==> src/rtl/instr_sequencer.sv <==
// -----------------------------------------------------------------------------
// instr_sequencer
//
// Multi-cycle instruction sequencer. It fetches one 8-bit instruction at a
// time from an external instruction memory, decodes it, and strobes the ALU
// and the register-file writeback.
//
// Instruction format: [7:4] ALU code, [3:0] immediate operand.
//   0000-1010 : ALU op       FETCH -> DECODE -> EXEC -> WB
//   1011      : JUMP         pc <= zero-extended operand, no EXEC/WB
//   1100      : HALT         parks in HALT until rst
//   1101-1111 : undefined    sets sticky 'illegal', executes as a NOP
//
// Parameters
//   PC_WIDTH  program counter width in bits (minimum 4)
//   RESET_PC  pc value loaded on reset
//
// Ports
//   clk          single clock, all state changes on its rising edge
//   rst          synchronous active-high reset
//   run          level enable permitting instruction issue
//   instr_req    instruction-memory read request (high in FETCH)
//   pc           fetch address
//   instr_data   fetched instruction
//   instr_valid  instr_data is valid for the current request
//   alu_code     registered ALU code, fed to the ALU op decoder
//   operand      registered immediate operand
//   alu_en       one-cycle execute strobe (high in EXEC)
//   wb_en        one-cycle writeback strobe (high in WB)
//   halted       high while in HALT
//   illegal      sticky flag, set by an undefined ALU code
// -----------------------------------------------------------------------------
module instr_sequencer #(
  parameter int PC_WIDTH = 8,
  parameter int RESET_PC = 0
) (
  input  logic                clk,
  input  logic                rst,
  input  logic                run,
  output logic                instr_req,
  output logic [PC_WIDTH-1:0] pc,
  input  logic [7:0]          instr_data,
  input  logic                instr_valid,
  output logic [3:0]          alu_code,
  output logic [3:0]          operand,
  output logic                alu_en,
  output logic                wb_en,
  output logic                halted,
  output logic                illegal
);

  localparam logic [3:0] LAST_ALU_CODE = 4'd10;
  localparam logic [3:0] CODE_JUMP     = 4'd11;
  localparam logic [3:0] CODE_HALT     = 4'd12;

  typedef enum logic [2:0] {
    IDLE,
    FETCH,
    DECODE,
    EXEC,
    WB,
    HALT
  } state_t;

  state_t     state;
  state_t     next_state;
  logic [7:0] ir;

  // Datapath controls produced by the next-state logic.
  logic capture;      // FETCH handshake: latch instruction, advance pc
  logic decode_exit;  // DECODE exit edge: publish alu_code / operand
  logic do_jump;      // JUMP: pc <= operand
  logic set_illegal;  // undefined code seen

  // ---------------------------------------------------------------------------
  // State register
  // ---------------------------------------------------------------------------
  // NOTE: sequential state uses non-blocking (<=) so every register samples
  // the pre-edge values of the others, independent of statement order.
  always_ff @(posedge clk) begin
    if (rst) state <= IDLE;
    else     state <= next_state;
  end

  // ---------------------------------------------------------------------------
  // Next-state and datapath-control decode
  // ---------------------------------------------------------------------------
  // NOTE: every output of this block is given a default before the case, so
  // no path leaves a signal unassigned and no latch is inferred.
  always_comb begin
    next_state  = state;
    capture     = 1'b0;
    decode_exit = 1'b0;
    do_jump     = 1'b0;
    set_illegal = 1'b0;

    case (state)
      IDLE: begin
        if (run) next_state = FETCH;
      end

      FETCH: begin
        if (instr_valid) begin
          capture    = 1'b1;
          next_state = DECODE;
        end
      end

      DECODE: begin
        decode_exit = 1'b1;
        if (ir[7:4] <= LAST_ALU_CODE) begin
          next_state = EXEC;
        end else if (ir[7:4] == CODE_JUMP) begin
          do_jump    = 1'b1;
          next_state = run ? FETCH : IDLE;
        end else if (ir[7:4] == CODE_HALT) begin
          next_state = HALT;
        end else begin
          // Undefined code: flag it and retire as a NOP.
          set_illegal = 1'b1;
          next_state  = run ? FETCH : IDLE;
        end
      end

      EXEC:    next_state = WB;
      WB:      next_state = run ? FETCH : IDLE;
      HALT:    next_state = HALT;
      default: next_state = IDLE;
    endcase
  end

  // ---------------------------------------------------------------------------
  // Datapath: pc, instruction register, decoded fields, sticky illegal flag
  // ---------------------------------------------------------------------------
  always_ff @(posedge clk) begin
    if (rst) begin
      pc       <= PC_WIDTH'(RESET_PC);
      ir       <= '0;
      alu_code <= '0;
      operand  <= '0;
      illegal  <= 1'b0;
    end else begin
      if (capture) begin
        ir <= instr_data;
        pc <= pc + PC_WIDTH'(1);  // wraps silently at 2^PC_WIDTH
      end
      if (decode_exit) begin
        alu_code <= ir[7:4];
        operand  <= ir[3:0];
      end
      // capture and do_jump come from different states, never together.
      if (do_jump)     pc      <= PC_WIDTH'(ir[3:0]);
      if (set_illegal) illegal <= 1'b1;
    end
  end

  // ---------------------------------------------------------------------------
  // Strobes decoded from the current state only
  // ---------------------------------------------------------------------------
  assign instr_req = (state == FETCH);
  assign alu_en    = (state == EXEC);
  assign wb_en     = (state == WB);
  assign halted    = (state == HALT);

endmodule
==> config.mk <==
export PLATFORM = sky130hd
export DESIGN_NAME = instr_sequencer
export DESIGN_NICKNAME = d
export VERILOG_FILES = /design/src/rtl/instr_sequencer.sv
export SDC_FILE = /design/constraint.sdc
export NUM_CORES = 1
export LEC_CHECK = 0
export ABC_AREA = 1
export BUFFER_PORTS_ARGS = -buffer_cell sky130_fd_sc_hd__buf_4
export CAP_MARGIN = 20
export CORE_ASPECT_RATIO = 1.75
export CORE_UTILIZATION = 30
export CTS_BUF_LIST = sky130_fd_sc_hd__clkbuf_8
export CTS_CLUSTER_DIAMETER = 120
export DETAILED_ROUTE_END_ITERATION = 10
export GPL_TIMING_DRIVEN = 0
export PLACE_DENSITY = 0.52
export SKIP_LAST_GASP = 1
export SYNTH_ARGS = -nofsm -noshare
export SYNTH_HDL_FRONTEND = slang
export SYNTH_SLANG_ARGS = --single-unit
==> constraint.sdc <==
create_clock -name clk -period 1.7 [get_ports clk]
set_input_delay 0.17 -clock clk [delete_from_list [all_inputs] [get_ports clk]]
set_output_delay 0.17 -clock clk [all_outputs]
set_load 0.02 [all_outputs]
# == Word-level counts from Yosys, hierarchy flattened ==
# Cells that the tools add are included.
# word_totals
regBits,28
latchBits,0
ram_bits,0
rom_bits,0
input_bits,12
out_inout_bits,21
wordCells,41
mem_count,0
# op_classes
addsub,1
mul,0
div_mod_pow,0
order_cmp,1
n_eq_ne,9
n_shift,0
mux,19
bitwise,0
reduce_logical,4
# op_table
op,n
3-bit case mux with 6 select lines,1
3-bit two-way mux,5
1-bit two-way mux,11
"8-bit by 1-bit adder with 8-bit output, second input constant",1
"4-bit equality test, second input constant",2
4-bit two-way mux,2
"3-bit by 2-bit equality test with 1-bit output, second input constant",2
"3-bit equality test, second input constant",2
"4-bit less-or-equal comparator, second input constant",1
"3-bit by 1-bit equality test with 1-bit output, second input constant",1
3-bit zero test,1
"2-bit by 1-bit inequality test with 1-bit output, second input constant",1
"2-bit inequality test, second input constant",1
2-bit AND reduction,1
2-bit nonzero test,1
2-bit OR reduction,1

# == Logic depth before layout (Yosys ltp) ==
# Gate-level depths: netlist of run 1.
# logic_depth
word_depth,5
mapped_depth,9
ltp_nobuf,9

# == Worst setup path before layout of run 1 ==
# Ideal clock, no wire load.
# synth_timing
path_kind,reg2reg
from,register state[2]
to,register ir[0]
setup_time_ns,0.116
arrival_time_ns,1.249
t_required_ns,1.584
slack_ns,0.335
stages_incl_launch_ff,6
path_buffers,1
synth_period_minus_slack_ns,1.365
cell_sequence,dfxtp_1 > nor3_2 > nand2_2 > buf_2 > o21ai_0 > nor2_1
# synth_between
elab_chain_len,2
# synth_lines
element,line_no,text
"start, declared",65,state_t state;
"start signal, assigned",82,else state <= next_state;
3-bit by 1-bit equality test with 1-bit output,--,
via instr_req,40,"output logic instr_req,"
1-bit two-way mux,97,case (state)
"end signal, assigned",144,ir <= instr_data;
"end, declared",67,logic [7:0] ir;
# The timed path passes the listed nets, and every way through them passes these cells.
# A chain may end at the register's enable or synchronous reset.

# == Worst setup path after layout of run 1 ==
# layout_timing
from,register state[1]
to,output halted
# layout_between
elab_chain_len,1
# layout_lines
element,line_no,text
3-bit equality test,163,assign halted = (state == HALT);
"end, declared",48,"output logic halted,"
# No other way between the ends.

==> results.md, run 1 <==
* Status: finished clean
* Pin count of the biggest net entering global routing at 17
* Yosys reg bits at 28
* Htree depth at 1
* Clk Latency, worst-skew pair at 0.28 ns
* Clock sink total at 28
* WP data required at 1.53 ns
* Antenna viol nets, final at 0
* CTS tree: done
* Worst hold slack at 0.0864 ns
* Core region area at 0.00419 mm^2
* Clk root buf: clkbuf_8
* Power Density at 1090 mW/mm^2
* Max-cap viol count at 0
* PortBufs at 32
* DP Area at 0.00163 mm^2
* CP max stage delay at 0.43 ns
* CP Buf/Inv Count at 3
* Arrival time worst endpoint at 1.16 ns
* Initial antenna violation count at 0
* CP Capture Type: primary output
* RR Startpoint: state[2]
* CP max stage cell: dfxtp_1
* DR iter-0 viols at 16
* Setup TNS at 0 ns
* Die H at 90.0 um
* Crit Path Category: reg2out
* Clk buf depth at 2
* Setup repair after global routing missed its margin: no
* Worst setup margin at 0.367 ns
* Hold depth at 2
* Vias per inst at 4.51
* All-Layer GR Usage at 14.0%
* Final setup fails at 0
* Hold buffer count at cts at 0
* WHS Endpoint: state[0]
* Reg2Reg Depth at 8
* Resize count post-CTS at 0
* Post-DP HPWL at 2.34 mm
* Fmax at 750 MHz
* Final Total Pwr at 1.85 mW
* Mean Syn Cell Area at 6.98 um^2
* Syn nets at 203
* Worst hold path class: in2reg
* Crit-path cells: inv_1, nand3_1, inv_1, buf_4
* Io pins at 33
* Most frequent cells in the layout: nor2_1 (43), nand2_1 (36), buf_4 (33), dfxtp_1 (28), inv_1 (21)
* Reg clk slew, reported paths at 0.09 ns
* Hold Vio Cnt, Final at 0
* Leakage power at 0.813 nW
* Relative slew margins at 76.1%
* Peak supply drop at 0.000439 V
* Residual DRC count at 0
* First drt pass iteration count at 4
* Max-slew violation count at 0
* Worst-path maximum fanout at 5
* Gpl congestion at 0.792
* Startpoint Class: flop
* Pre-CTS setup slack at 0.401 ns
* Inserted Clock Buffers at 3
* Finished layout cell area at 0.00170 mm^2
* Final worst-path cycle share at 78.4%
* FP Rows at 31
* Total gr overflow at 0
* Cell Count, Final, Fillers Out at 275
* Hold Crit Start: rst
* Seq/Total Area, Yosys at 42.3%
* Initial core utilization at 31.7%
* Mapped Cells at 190
* Post-Syn Area at 0.00133 mm^2
* Synth cell types at 23
* Crit path max-delay family: flip-flops
* Worst slew pin tran at 0.359 ns
* Drt total wl at 2.96 mm
* Die W at 52.3 um
* Minimum clock period at 1.33 ns
* Layout cell share with drive strength beyond 1 at 23.0%
* YS warnings at 0
* First-pass GRT wire length at 5.07 mm
* Area growth syn-to-layout at 28.1%
* Number of global-route vias before repair at 1210
* Avg WL per Cell at 10.8 um
* Placed cells at 271
* Commonest non-fill, non-tap cell in the layout: nor2_1
* Antenna Cells at 0
* Post-CTS setup buffers at 0
* Die ar. at 0.00470 mm^2
* Final net count at 240
* Worst R2R Setup Slack at 0.40 ns
* R2R Path End: pc[3]
* Fillers at 467
* Most frequent CP cell: inv_1
* Final clock skew at 0.00451 ns
* Final core utilization at 40.6%
* DR vias at 1240
## synth_stat cells, drive strengths merged
library cell	n	area (um^2)
buf	6	43.8
xor2	3	26.3
nor3	5	41.3
inv	22	82.6
nor2	47	201
dfxtp	28	561
nand3b	1	7.51
ha	1	12.5
a21oi	7	38.8
nand3	12	60.1
nand4	2	12.5
nand2	39	154
o21ai	17	85.1
## kinds of logic (layout without fill, tap and decap cells)
| logic type | count (synthesis) | count (layout) | synth area share [%] |
|---|---|---|---|
| and+or+nand+nor | 106 | 106 | 35.9 |
| DFF | 28 | 28 | 42.3 |
| buffers and inverters | 28 | 64 | 9.53 |
| AOI/OAI and AO/OA | 24 | 24 | 9.34 |
| xor gates and xnor gates | 3 | 3 | 1.98 |
| adders and majority gates | 1 | 1 | 0.943 |
## state kept, by name, summed over array words and instances (netlist names)
| register | cells |
|---|---|
| ir | 8 |
| pc | 8 |
| alu_code | 4 |
| operand | 4 |
| state | 3 |
| illegal | 1 |
## final cells by class
type                            instances  area, um^2  area share [%]
Tap cell                               49        61.3            3.61
Clock inverter                          1        30.0            1.77
Clock buffer                            3        41.3            2.43
Inverter                               22        82.6            4.86
Multi-Input combinational cell        134         639            37.6
Buffer                                  6        43.8            2.58
Timing Repair Buffer                   32         240            14.1
Sequential cell                        28         561            33.0
## how the worst max path moves through the flow
stage | from | endpoint | slack, ns | cells after the start
after floorplan | state[2] | ir[0] | 0.34 | 5
after global placement | state[2] | pc[3] | 0.40 | 8
after detailed placement | state[2] | pc[3] | 0.40 | 8
after CTS | state[1] | halted | 0.35 | 4
after global routing | state[2] | pc[3] | 0.22 | 8
final | state[1] | halted | 0.37 | 4
## power by group
group          internal, mW  leakage (nW)  switching, mW
Combinational         0.204         0.549          0.310
Clock                 0.315        0.0357          0.209
Sequential            0.741         0.227         0.0693
Total                  1.26         0.813          0.588
## worst register-to-register path, stage by stage, from the launching register on
cell     delay (ns)
dfxtp_1        0.37
nor2_1         0.20
nand2_2        0.09
buf_6          0.15
nor3_4         0.18
nand2_1        0.08
nand3_1        0.09
nand2_1        0.05
inv_1          0.04
## metal layers
| layer | global-route usage [%] | wire, um |
|---|---|---|
| met5 | 0 | 0 |
| met1 | 15.2 | 1190 |
| met3 | 1.02 | 83 |
| met2 | 25.2 | 1620 |
| met4 | 7.46 | 70 |
Note: power is estimated with default switching activity, not from simulation.
==> run 2, diff against run 1 <==
- PLACE_DENSITY: 0.52 -> 0.54
- clock period: 1.7 -> 1.2 ns (I/O delays scaled with it)
==> run 2 against run 1 <==
Register-to-register slack got worse by 0.45 ns. Routed wire length increased by 8.2%. Highest routed layer unchanged. Critical path type is now reg2reg. Die area unchanged. Global-route usage rose by 1.6 points. Critical path depth grew 5. Largest power group unchanged. Count of clock-buffer cells in the layout unchanged. First-iteration DRC count rose by 31%. Clock power is 43% higher. Via count rose by 3.5%. Sequential share of layout area shrank 2.3 points. Final cell count rose by 2.2%. The flow now finishes with violations (setup timing). Combinational power increased by 77%. Critical endpoint is now pc[3].
==> results.md, run 2 (synthesized netlist as in run 1, its figures left out) <==
* Worst setup margin at -0.0478 ns
* Power Density at 1510 mW/mm^2
* Setup TNS at -0.404 ns
* Avg WL per Cell at 11.4 um
* Arrival time worst endpoint at 1.47 ns
* Final Total Pwr at 2.85 mW
* First-pass GRT wire length at 5.58 mm
* Worst hold slack at 0.0230 ns
* Status: complete, but fails checks
* Pin count of the biggest net entering global routing at 17
* Reg clk slew, reported paths at 0.10 ns
* FP Rows at 31
* Vias per inst at 4.57
* Core region area at 0.00419 mm^2
* Htree depth at 1
* Gpl congestion at 0.770
* Worst hold path class: in2reg
* Max-cap viol count at 0
* Worst slew pin tran at 0.532 ns
* Placed cells at 271
* Final setup fails at 16
* Commonest non-fill, non-tap cell in the layout: nor2_1
* Clk Latency, worst-skew pair at 0.27 ns
* Inserted Clock Buffers at 3
* Fmax at 801 MHz
* CP Capture Type: flop
* Setup repair after global routing missed its margin: yes
* PortBufs at 32
* Worst R2R Setup Slack at -0.05 ns
* First drt pass iteration count at 3
* Largest regs: ir: 8 flops, pc: 8 flops
* CTS tree: done
* Die H at 90.0 um
* Hold Vio Cnt, Final at 0
* Peak supply drop at 0.000660 V
* Most frequent cells in the layout: nor2_1 (39), buf_4 (36), nand2_1 (32), inv_1 (19), dfxtp_1 (19)
* Die ar. at 0.00470 mm^2
* Clock sink total at 28
* DR vias at 1283
* Reg2Reg Depth at 9
* Antenna viol nets, final at 0
* Minimum clock period at 1.25 ns
* Io pins at 33
* Drt total wl at 3.20 mm
* WP data required at 1.42 ns
* Final clock skew at 0.00277 ns
* Crit Path Category: reg2reg
* Startpoint Class: flop
* Clk buf depth at 2
* Relative slew margins at 64.5%
* Initial antenna violation count at 0
* Worst-path maximum fanout at 5
* Final net count at 246
* Layout cell share with drive strength beyond 1 at 38.8%
* End of the critical path: pc[3]
* DR iter-0 viols at 21
* Initial core utilization at 31.7%
* Setup crit start: state[0]
* Max-slew violation count at 0
* Area growth syn-to-layout at 42.5%
* Hold buffer count at cts at 0
* All-Layer GR Usage at 15.6%
* Leakage power at 0.900 nW
* R2R Path End: pc[3]
* Clk root buf: clkbuf_8
* Die W at 52.3 um
* Failing checks: setup timing
* RR Startpoint: state[0]
* Final core utilization at 45.1%
* Number of global-route vias before repair at 1262
* Final worst-path cycle share at 104%
* Cell Count, Final, Fillers Out at 281
* Post-DP HPWL at 2.35 mm
* Antenna Cells at 0
* Residual DRC count at 0
* Total gr overflow at 0
-- run 2: changes by cell type in the layout (fill, tap and decap cells not counted), moves of 4 or more --
| cell | change |
|---|---|
| nor2_1 | -4 |
| nand2_1 | -4 |
| o21ai_2 | +6 |
| dfxtp_1 | -9 |
| o21ai_0 | -13 |
| dfxtp_2 | +6 |
| buf_6 | +4 |
| o21ai_1 | +7 |
-- run 2: worst min path at each step --
stage,startpoint,end,slack [ns],cells after the start
2_1_floorplan,rst,state[0],0.18,1
6_report,rst,state[0],0.02,2
5_1_grt,rst,state[0],0.02,2
3_5_place_dp,rst,state[0],0.32,2
3_3_place_gp,rst,state[0],0.33,2
4_1_cts,rst,state[0],0.02,2
-- run 2: area by class of cell --
class / count / area (um^2)
inverters: 22 / 85.1
well taps: 49 / 61.3
fillers: 447 / 2300
clock buffers: 3 / 41.3
flip-flops and latches: 28 / 579
repair buffers: 38 / 290
multi-input cells: 134 / 747
plain buffers: 6 / 56.3
clock inverters: 1 / 30.0
-- run 2: metrics by stage --
stage | instance area [um^2] | worst slack, ns
2_1_floorplan | 1350 | -0.0389
3_3_place_gp | 1650 | -0.118
3_5_place_dp | 1650 | -0.123
4_1_cts | 1780 | -0.0366
5_1_grt | 1890 | -0.146
6_report | 1890 | -0.0478
-- run 2: what timing repair did --
action,CTS,global route
gates resized for setup,11,36
gates cloned,1,0
buffers inserted,4,1
pin swaps,4,11
endpoints found under the setup margin,16,29
-- run 2: report_power, final --
| group | switching [mW] | leakage (nW) | internal (mW) |
|---|---|---|---|
| combinational | 0.506 | 0.632 | 0.404 |
| sequential | 0.127 | 0.233 | 1.06 |
| clock | 0.304 | 0.0357 | 0.447 |
| total | 0.937 | 0.900 | 1.91 |
-- run 2: critical path, cell delays in order (launching register included) --
cell and delay [ns]:
dfxtp_4 0.39, inv_4 0.05, nor2_4 0.13, nand2_4 0.07, nor2_4 0.19, buf_4 0.14, nand2_1 0.04, nand3_1 0.08
nand2_1 0.05, inv_1 0.04
-- run 2: routing by layer --
metal  vias to the layer above  share of wire (%)  GRT usage (%)
met5                         -                  0              0
li1                        679                  -              -
met3                         4                2.0           1.52
met2                        18                 56           28.6
met1                       582                 40           17.3
met4                         0                1.6           5.92
